### src/rtl/cdma_burst_seq.sv
// CDMA burst sequencer: splits a descriptor into AXI-legal, 4 KB-safe burst commands,
// bounds in-flight bursts and gathers completion status for the register block.
module cdma_burst_seq #(
  parameter int unsigned ADDR_WDTH   = 32,
  parameter int unsigned LEN_WDTH    = 32,
  parameter int unsigned BEAT_BYTES  = 32,
  parameter int unsigned MAX_OUTSTD  = 4,
  parameter int unsigned DGBCNT_WDTH = 32
) (
  input  logic                   lb_clk,
  input  logic                   lb_rst,
  input  logic                   cfg_start,
  input  logic                   cfg_abort,
  input  logic [ADDR_WDTH-1:0]   cfg_src_addr,
  input  logic [ADDR_WDTH-1:0]   cfg_dst_addr,
  input  logic [LEN_WDTH-1:0]    cfg_xfer_bytes,
  input  logic [7:0]             cfg_burst_len,
  output logic                   cmd_valid,
  input  logic                   cmd_ready,
  output logic [ADDR_WDTH-1:0]   cmd_src_addr,
  output logic [ADDR_WDTH-1:0]   cmd_dst_addr,
  output logic [7:0]             cmd_len,
  input  logic                   cmp_valid,
  input  logic                   cmp_err,
  output logic                   sts_busy,
  output logic                   sts_done,
  output logic                   sts_err,
  output logic                   sts_abort,
  output logic [DGBCNT_WDTH-1:0] sts_burst_cnt,
  output logic [DGBCNT_WDTH-1:0] sts_err_cnt
);

  localparam int unsigned OFS = $clog2(BEAT_BYTES);
  localparam logic [ADDR_WDTH-1:0] AddrMask = ~ADDR_WDTH'(BEAT_BYTES - 1);
  localparam logic [3:0] MaxOut = 4'(MAX_OUTSTD);

  localparam logic [2:0] StIdle  = 3'd0;
  localparam logic [2:0] StCalc  = 3'd1;
  localparam logic [2:0] StIssue = 3'd2;
  localparam logic [2:0] StWait  = 3'd3;
  localparam logic [2:0] StDone  = 3'd4;

  logic [2:0]             state_q, state_d;
  logic [ADDR_WDTH-1:0]   src_q, src_d, dst_q, dst_d;
  logic [LEN_WDTH-1:0]    rem_q, rem_d;
  logic [7:0]             blen_q, blen_d, len_q, len_d;
  logic [3:0]             outstd_q, outstd_d;
  logic                   abort_q, abort_d;
  logic                   err_q, err_d, sabort_q, sabort_d;
  logic [DGBCNT_WDTH-1:0] burst_cnt_q, burst_cnt_d, err_cnt_q, err_cnt_d;

  logic                 busy, hs, cmp_dec, abort_in, abort_any;
  logic [8:0]           beats;
  logic [ADDR_WDTH-1:0] addr_step;
  logic [12:0]          lim_rem, lim_bl, lim_src, lim_dst, lim_ab, lim_cd, beats_c;

  assign busy      = (state_q != StIdle);
  assign hs        = (state_q == StIssue) && cmd_ready;
  assign cmp_dec   = busy && cmp_valid && (outstd_q != 4'd0);
  assign abort_in  = cfg_abort &&
                     ((state_q == StCalc) || (state_q == StIssue) || (state_q == StWait));
  assign abort_any = abort_q || abort_in;
  assign beats     = 9'(len_q) + 9'd1;
  assign addr_step = ADDR_WDTH'(beats) << OFS;

  // Burst size is the tightest of remaining work, burst length and both 4 KB page ends.
  always_comb begin
    lim_rem = (rem_q > LEN_WDTH'(256)) ? 13'd256 : 13'(rem_q);
    lim_bl  = 13'(blen_q) + 13'd1;
    lim_src = (13'd4096 - {1'b0, src_q[11:0]}) >> OFS;
    lim_dst = (13'd4096 - {1'b0, dst_q[11:0]}) >> OFS;
    lim_ab  = (lim_rem < lim_bl) ? lim_rem : lim_bl;
    lim_cd  = (lim_src < lim_dst) ? lim_src : lim_dst;
    beats_c = (lim_ab < lim_cd) ? lim_ab : lim_cd;
  end

  always_comb begin
    state_d     = state_q;
    src_d       = src_q;
    dst_d       = dst_q;
    rem_d       = rem_q;
    blen_d      = blen_q;
    len_d       = len_q;
    outstd_d    = outstd_q;
    abort_d     = abort_q;
    err_d       = err_q;
    sabort_d    = sabort_q;
    burst_cnt_d = burst_cnt_q;
    err_cnt_d   = err_cnt_q;

    if (abort_in) begin
      abort_d  = 1'b1;
      sabort_d = 1'b1;
    end

    // A completion coinciding with a handshake leaves the count unchanged.
    if (hs && !cmp_dec)      outstd_d = outstd_q + 4'd1;
    else if (!hs && cmp_dec) outstd_d = outstd_q - 4'd1;

    // Stray completions (idle or nothing outstanding) are flagged as errors.
    if (cmp_valid && (cmp_err || !busy || (outstd_q == 4'd0))) err_d = 1'b1;
    if (busy && cmp_valid && cmp_err && (err_cnt_q != '1)) begin
      err_cnt_d = err_cnt_q + DGBCNT_WDTH'(1);
    end

    if (hs) begin
      src_d = src_q + addr_step;
      dst_d = dst_q + addr_step;
      rem_d = rem_q - LEN_WDTH'(beats);
      if (burst_cnt_q != '1) burst_cnt_d = burst_cnt_q + DGBCNT_WDTH'(1);
    end

    case (state_q)
      StIdle: begin
        if (cfg_start) begin
          src_d       = cfg_src_addr & AddrMask;
          dst_d       = cfg_dst_addr & AddrMask;
          rem_d       = cfg_xfer_bytes >> OFS;
          blen_d      = cfg_burst_len;
          outstd_d    = 4'd0;
          abort_d     = 1'b0;
          err_d       = 1'b0;
          sabort_d    = 1'b0;
          burst_cnt_d = '0;
          err_cnt_d   = '0;
          state_d     = StCalc;
        end
      end
      StCalc: begin
        if (rem_q == '0) begin
          state_d = StDone;
        end else if (abort_any) begin
          state_d = StWait;
        end else begin
          len_d   = 8'(beats_c - 13'd1);
          state_d = StIssue;
        end
      end
      StIssue: begin
        if (hs) begin
          if ((rem_d != '0) && !abort_any && (outstd_d < MaxOut)) state_d = StCalc;
          else                                                    state_d = StWait;
        end
      end
      StWait: begin
        if ((outstd_q < MaxOut) && (rem_q != '0) && !abort_any) state_d = StCalc;
        else if (outstd_q == 4'd0)                              state_d = StDone;
      end
      StDone:  state_d = StIdle;
      default: state_d = StIdle;
    endcase
  end

  always_ff @(posedge lb_clk) begin
    if (lb_rst) begin
      state_q     <= StIdle;
      src_q       <= '0;
      dst_q       <= '0;
      rem_q       <= '0;
      blen_q      <= 8'd255;
      len_q       <= '0;
      outstd_q    <= '0;
      abort_q     <= 1'b0;
      err_q       <= 1'b0;
      sabort_q    <= 1'b0;
      burst_cnt_q <= '0;
      err_cnt_q   <= '0;
    end else begin
      state_q     <= state_d;
      src_q       <= src_d;
      dst_q       <= dst_d;
      rem_q       <= rem_d;
      blen_q      <= blen_d;
      len_q       <= len_d;
      outstd_q    <= outstd_d;
      abort_q     <= abort_d;
      err_q       <= err_d;
      sabort_q    <= sabort_d;
      burst_cnt_q <= burst_cnt_d;
      err_cnt_q   <= err_cnt_d;
    end
  end

  assign cmd_valid     = (state_q == StIssue);
  assign cmd_src_addr  = src_q;
  assign cmd_dst_addr  = dst_q;
  assign cmd_len       = len_q;
  assign sts_busy      = busy;
  assign sts_done      = (state_q == StDone);
  assign sts_err       = err_q;
  assign sts_abort     = sabort_q;
  assign sts_burst_cnt = burst_cnt_q;
  assign sts_err_cnt   = err_cnt_q;

endmodule

### config.mk
export PLATFORM = sky130hd
export DESIGN_NAME = cdma_burst_seq
export DESIGN_NICKNAME = d
export VERILOG_FILES = /design/src/rtl/cdma_burst_seq.sv
export SDC_FILE = /design/constraint.sdc
export NUM_CORES = 1
export LEC_CHECK = 0
export BUFFER_PORTS_ARGS = -buffer_cell sky130_fd_sc_hd__buf_2
export CAP_MARGIN = 15
export CORE_UTILIZATION = 45
export CTS_CLUSTER_SIZE = 40
export DETAILED_ROUTE_END_ITERATION = 8
export GPL_TIMING_DRIVEN = 0
export PLACE_DENSITY = 0.7
export SKIP_LAST_GASP = 1
export SLEW_MARGIN = 20
export SYNTH_ARGS = -nofsm -noshare
export SYNTH_HDL_FRONTEND = slang
export SYNTH_SLANG_ARGS = --single-unit
### constraint.sdc
create_clock -name lb_clk -period 7.8 [get_ports lb_clk]
set_input_delay 1.56 -clock lb_clk [delete_from_list [all_inputs] [get_ports lb_clk]]
set_output_delay 1.56 -clock lb_clk [all_outputs]
set_load 0.005 [all_outputs]
==> report_table.html <==
<table>
<tr><th>Metric</th><th>Value</th></tr>
<tr><th colspan="2">Place</th></tr>
<tr><td>Setup Slack @ Placement</td><td>1.28 ns</td></tr>
<tr><td>Final estimated routing congestion in global placement</td><td>0.936</td></tr>
<tr><td>Number of placed cells counting well taps</td><td>1981</td></tr>
<tr><td>Post-detailed-placement half-perimeter wirelength</td><td>26700 µm</td></tr>
<tr><td>Placed cell area</td><td>12800 µm²</td></tr>
<tr><td>Port Buffers</td><td>226</td></tr>
<tr><th colspan="2">Synthesis</th></tr>
<tr><td>Instance count of the mapped netlist</td><td>1421</td></tr>
<tr><td>Synth warn</td><td>0</td></tr>
<tr><td>Register bit count reported by yosys</td><td>176</td></tr>
<tr><td>Area fraction of the dominant cell type after synthesis</td><td>31.5%</td></tr>
<tr><td>Post-synthesis instance area</td><td>11200 µm²</td></tr>
<tr><td>Number of distinct library cells after synthesis</td><td>69</td></tr>
<tr><td>Top post-synthesis cells by count</td><td>nor2_1 (203), dfxtp_1 (176), nand2_1 (138)</td></tr>
<tr><td>Part of the Yosys area used for sequential elements</td><td>31.5%</td></tr>
<tr><td>Synth Area per Inst</td><td>7.88 µm²</td></tr>
<tr><td>Number of enable flip-flop cells after synthesis</td><td>0</td></tr>
<tr><td>Proportion of synthesized flip-flops having asynchronous set or reset</td><td>0%</td></tr>
<tr><td>Cell accounting for the most synthesized area</td><td>dfxtp_1</td></tr>
<tr><td>Top post-synthesis cells by area</td><td>dfxtp_1 (31%), nor2_1 (6.8%), ha_1 (6.7%)</td></tr>
<tr><td>Most numerous cell in the Yosys netlist</td><td>nor2_1</td></tr>
<tr><td>Most used flip-flop cell after synthesis</td><td>dfxtp_1</td></tr>
<tr><th colspan="2">Route</th></tr>
<tr><td>Mean number of vias per cell</td><td>5.55</td></tr>
<tr><td>Initial DRT Pass Iterations</td><td>5</td></tr>
<tr><td>Post-detailed-routing wire length</td><td>34500 µm</td></tr>
<tr><td>Antenna Violating Nets Remaining</td><td>0</td></tr>
<tr><td>Vias</td><td>11.2k</td></tr>
<tr><td>Mean routed wirelength per cell</td><td>17.1 µm</td></tr>
<tr><td>DRC</td><td>0</td></tr>
<tr><td>Number of DRC markers in iteration 0</td><td>734</td></tr>
<tr><th colspan="2">Global routing</th></tr>
<tr><td>Initial antenna violation count</td><td>5</td></tr>
<tr><td>First-pass GRT wire length</td><td>54500 µm</td></tr>
<tr><td>Overall fraction of global-route tracks in use</td><td>26.5%</td></tr>
<tr><td>Largest net degree at the start of global routing</td><td>20</td></tr>
<tr><td>Overflow after GRT</td><td>0</td></tr>
<tr><td>Number of global-route vias before repair</td><td>10.6k</td></tr>
<tr><th colspan="2">Final layout</th></tr>
<tr><td>Net count reported at finish</td><td>1850</td></tr>
<tr><td>Finished layout cell area</td><td>13400 µm²</td></tr>
<tr><td>Area growth, synth to finish</td><td>20.0%</td></tr>
<tr><td>Layout cell share with drive strength beyond 1</td><td>17.5%</td></tr>
<tr><td>Count of fill cells added during filler insertion</td><td>2357</td></tr>
<tr><td>Footprint of the flip-flops and latches</td><td>3520 µm²</td></tr>
<tr><td>Area of combinational cells with multiple inputs</td><td>7140 µm²</td></tr>
<tr><td>Layout Cells excl Fill</td><td>2017</td></tr>
<tr><th colspan="2">Worst setup path</th></tr>
<tr><td>Number of cells traversed by the worst register-to-register path</td><td>25</td></tr>
<tr><td>Launching element of the worst setup path</td><td>rem_q[17]</td></tr>
<tr><td>Endpoint of the lowest-slack register-to-register path</td><td>cmd_len[4]</td></tr>
<tr><td>Worst setup path endpoint</td><td>cmd_len[4]</td></tr>
<tr><td>Required time worst endpoint</td><td>8.09 ns</td></tr>
<tr><td>Type of origin of the critical path</td><td>flip-flop</td></tr>
<tr><td>WS Path Type</td><td>reg -&gt; reg</td></tr>
<tr><td>R2r setup slk</td><td>1.09 ns</td></tr>
<tr><td>Maximum fanout along the worst path</td><td>10</td></tr>
<tr><td>R2r startpoint</td><td>rem_q[17]</td></tr>
<tr><td>Endpoint type of the worst setup path</td><td>flip-flop</td></tr>
<tr><td>Endpoint arrival time on the critical path</td><td>7.00 ns</td></tr>
<tr><th colspan="2">Floorplanning</th></tr>
<tr><td>Initial core utilization</td><td>45.9%</td></tr>
<tr><td>IO Pins</td><td>252</td></tr>
<tr><td>Core area</td><td>24400 µm²</td></tr>
<tr><td># rows</td><td>57</td></tr>
<tr><td>Die Footprint</td><td>25500 µm²</td></tr>
<tr><td>Chip Width</td><td>160 µm</td></tr>
<tr><td>Die boundary height</td><td>160 µm</td></tr>
<tr><th colspan="2">Clock network</th></tr>
<tr><td>Clock sinks</td><td>176</td></tr>
<tr><td>Clk buf depth</td><td>2</td></tr>
<tr><td>Number of levels in the clock H-tree</td><td>4</td></tr>
<tr><td>Setup fix buffers added after clock tree synthesis</td><td>0</td></tr>
<tr><td>Cell chosen for the clock root</td><td>clkbuf_16</td></tr>
<tr><td>TritonCTS clock tree</td><td>built</td></tr>
<tr><td>Hold-fix buffers, CTS</td><td>0</td></tr>
<tr><td>Count of cells resized by post-cts repair</td><td>0</td></tr>
<tr><td>Clock slew at reported path FFs</td><td>0.08 ns</td></tr>
<tr><td>Clock latency at the later pin of the worst-skew pair</td><td>0.44 ns</td></tr>
<tr><td>Number of buffers inserted during clock tree synthesis</td><td>17</td></tr>
<tr><th colspan="2">Flow run</th></tr>
<tr><td>Maxcap violations</td><td>0</td></tr>
<tr><th colspan="2">Worst hold path</th></tr>
<tr><td>Hold-critical path depth</td><td>2</td></tr>
<tr><td>Hold WC Path Type</td><td>reg -&gt; reg</td></tr>
<tr><th colspan="2">Power</th></tr>
<tr><td>Peak supply drop</td><td>0.000204 V</td></tr>
<tr><td>Leakage power figure</td><td>5.70 nW</td></tr>
<tr><td>Power density over cell area</td><td>284 nW/µm²</td></tr>
<tr><td>Overall power consumption</td><td>3.81 mW</td></tr>
<tr><th colspan="2">STA</th></tr>
<tr><td>Worst slew margin relative to its limit</td><td>31.3%</td></tr>
<tr><td>Final setup violating endpoints</td><td>0</td></tr>
<tr><td>Setup skew after layout</td><td>0.0164 ns</td></tr>
<tr><td>Worst Slack Setup Final</td><td>1.09 ns</td></tr>
<tr><td>Crit path time final</td><td>6.71 ns</td></tr>
<tr><td>RSZ-0062 raised after global routing</td><td>no</td></tr>
<tr><td>Peak clock frequency supported by timing</td><td>0.149 GHz</td></tr>
<tr><td>Hold violation count in the final report</td><td>0</td></tr>
<tr><td>Slew Limit Fails</td><td>0</td></tr>
<tr><td>Final period util</td><td>86.1%</td></tr>
<tr><td>Setup TNS after final layout</td><td>0 ns</td></tr>
<tr><td>Slew at the pin closest to its max-slew limit</td><td>1.02 ns</td></tr>
<tr><th colspan="2">Status</th></tr>
<tr><td>Outcome</td><td>finished, final reports clean</td></tr>
</table>
layer usage:
| layer | global-route usage, % | wire length (µm) | up-vias |
|---|---|---|---|
| met3 | 6.08 | 2140 | 68 |
| met1 | 32.9 | 15200 | 5253 |
| met4 | 10.3 | 999 | 2 |
| met5 | 0 | 12 | - |
| li1 | - | - | 5533 |
| met2 | 44.4 | 16200 | 343 |
cell usage in the layout (no fill, tap or decap), drive strengths merged, types with 4 or more instances in the layout:
cell	n
a311oi	28
nand2	138
clkbuf	73
mux2	5
a21o	16
dfxtp	176
buf	244
nand3b	11
diode	4
nand2b	5
conb	10
mux2i	23
a31oi	4
nand4	24
and2	12
and3	15
o21a	6
inv	70
clkinv	6
nor3	51
nor3b	9
or2	8
a21oi	54
nand3	65
o21ai	43
xnor2	85
o21bai	8
and4	9
xor2	59
o211ai	10
nor4	22
ha	60
or4	6
a211oi	60
nor2	203
or3	33
worst min path at each step:
stage | start | to | slack (ns)
after CTS | sts_err | sts_err | 0.47
after global placement | sts_err | sts_err | 0.45
after detailed placement | sts_err | sts_err | 0.45
after global routing | sts_abort | sts_abort | 0.50
after floorplan | sts_err | sts_err | 0.46
final | sts_err | sts_err | 0.46
per-stage QoR:
step | hold WS [ns] | utilization [%]
2_1_floorplan | 0.460 | -
3_3_place_gp | 0.446 | 52.3
3_5_place_dp | 0.454 | 52.4
4_1_cts | 0.471 | 55.0
5_1_grt | 0.503 | 55.1
6_report | 0.465 | 55.1
power breakdown:
part	internal, mW	switching [mW]
Sequential	0.993	0.132
Combinational	0.730	1.02
Clock	0.499	0.443
cell type report:
| type | instances | share of cell area [%] |
|---|---|---|
| antenna | 4 | 0.0745 |
| tap | 324 | 3.02 |
| buffer | 73 | 2.51 |
| multi-input combinational | 1118 | 53.1 |
| clock buffer | 17 | 3.17 |
| timing repair buffer | 227 | 8.46 |
| clock inverter | 15 | 1.65 |
| sequential | 176 | 26.2 |
| inverter | 63 | 1.76 |
logic make-up (layout without fill, tap and decap cells):
family	Yosys count	after routing	synth area share (%)
compound gates	252	252	15.7
xor+xnor	144	144	11.3
fa+ha+maj	63	63	7.24
buf+inv	136	395	5.13
flops	176	176	31.5
mux	28	28	2.56
other cells	1	14	0.0335
simple gates	621	621	26.7
sequential cells by signal, summed over array words and instances (netlist names):
register and count:
sts_abort 1, cmd_len 8, sts_err_cnt 32, rem_q 32, cmd_dst_addr 27, state_q 3, abort_q 1, sts_burst_cnt 32
sts_err 1, cmd_src_addr 27, blen_q 8, outstd_q 4
worst max-delay path: stages, from the launching register on:
cell and delay [ns]:
dfxtp_1 0.36, nor4_1 0.69, nand4b_1 0.35, nor3_4 0.41, nand2_1 0.15, inv_1 0.08
ha_1 0.25, a21oi_1 0.19, o21ai_0 0.12, a21oi_1 0.25, a21bo_1 0.25, buf_6 0.13
mux2i_1 0.27, ha_1 0.31, a21o_1 0.19, a21o_1 0.17, a21oi_1 0.22, a21oi_1 0.15
a211oi_4 0.44, buf_6 0.22, mux2i_1 0.26, ha_1 0.33, nand3_1 0.10, mux2_2 0.30
a221oi_1 0.29, nor3_1 0.08
(Power assumes the default switching activity.)
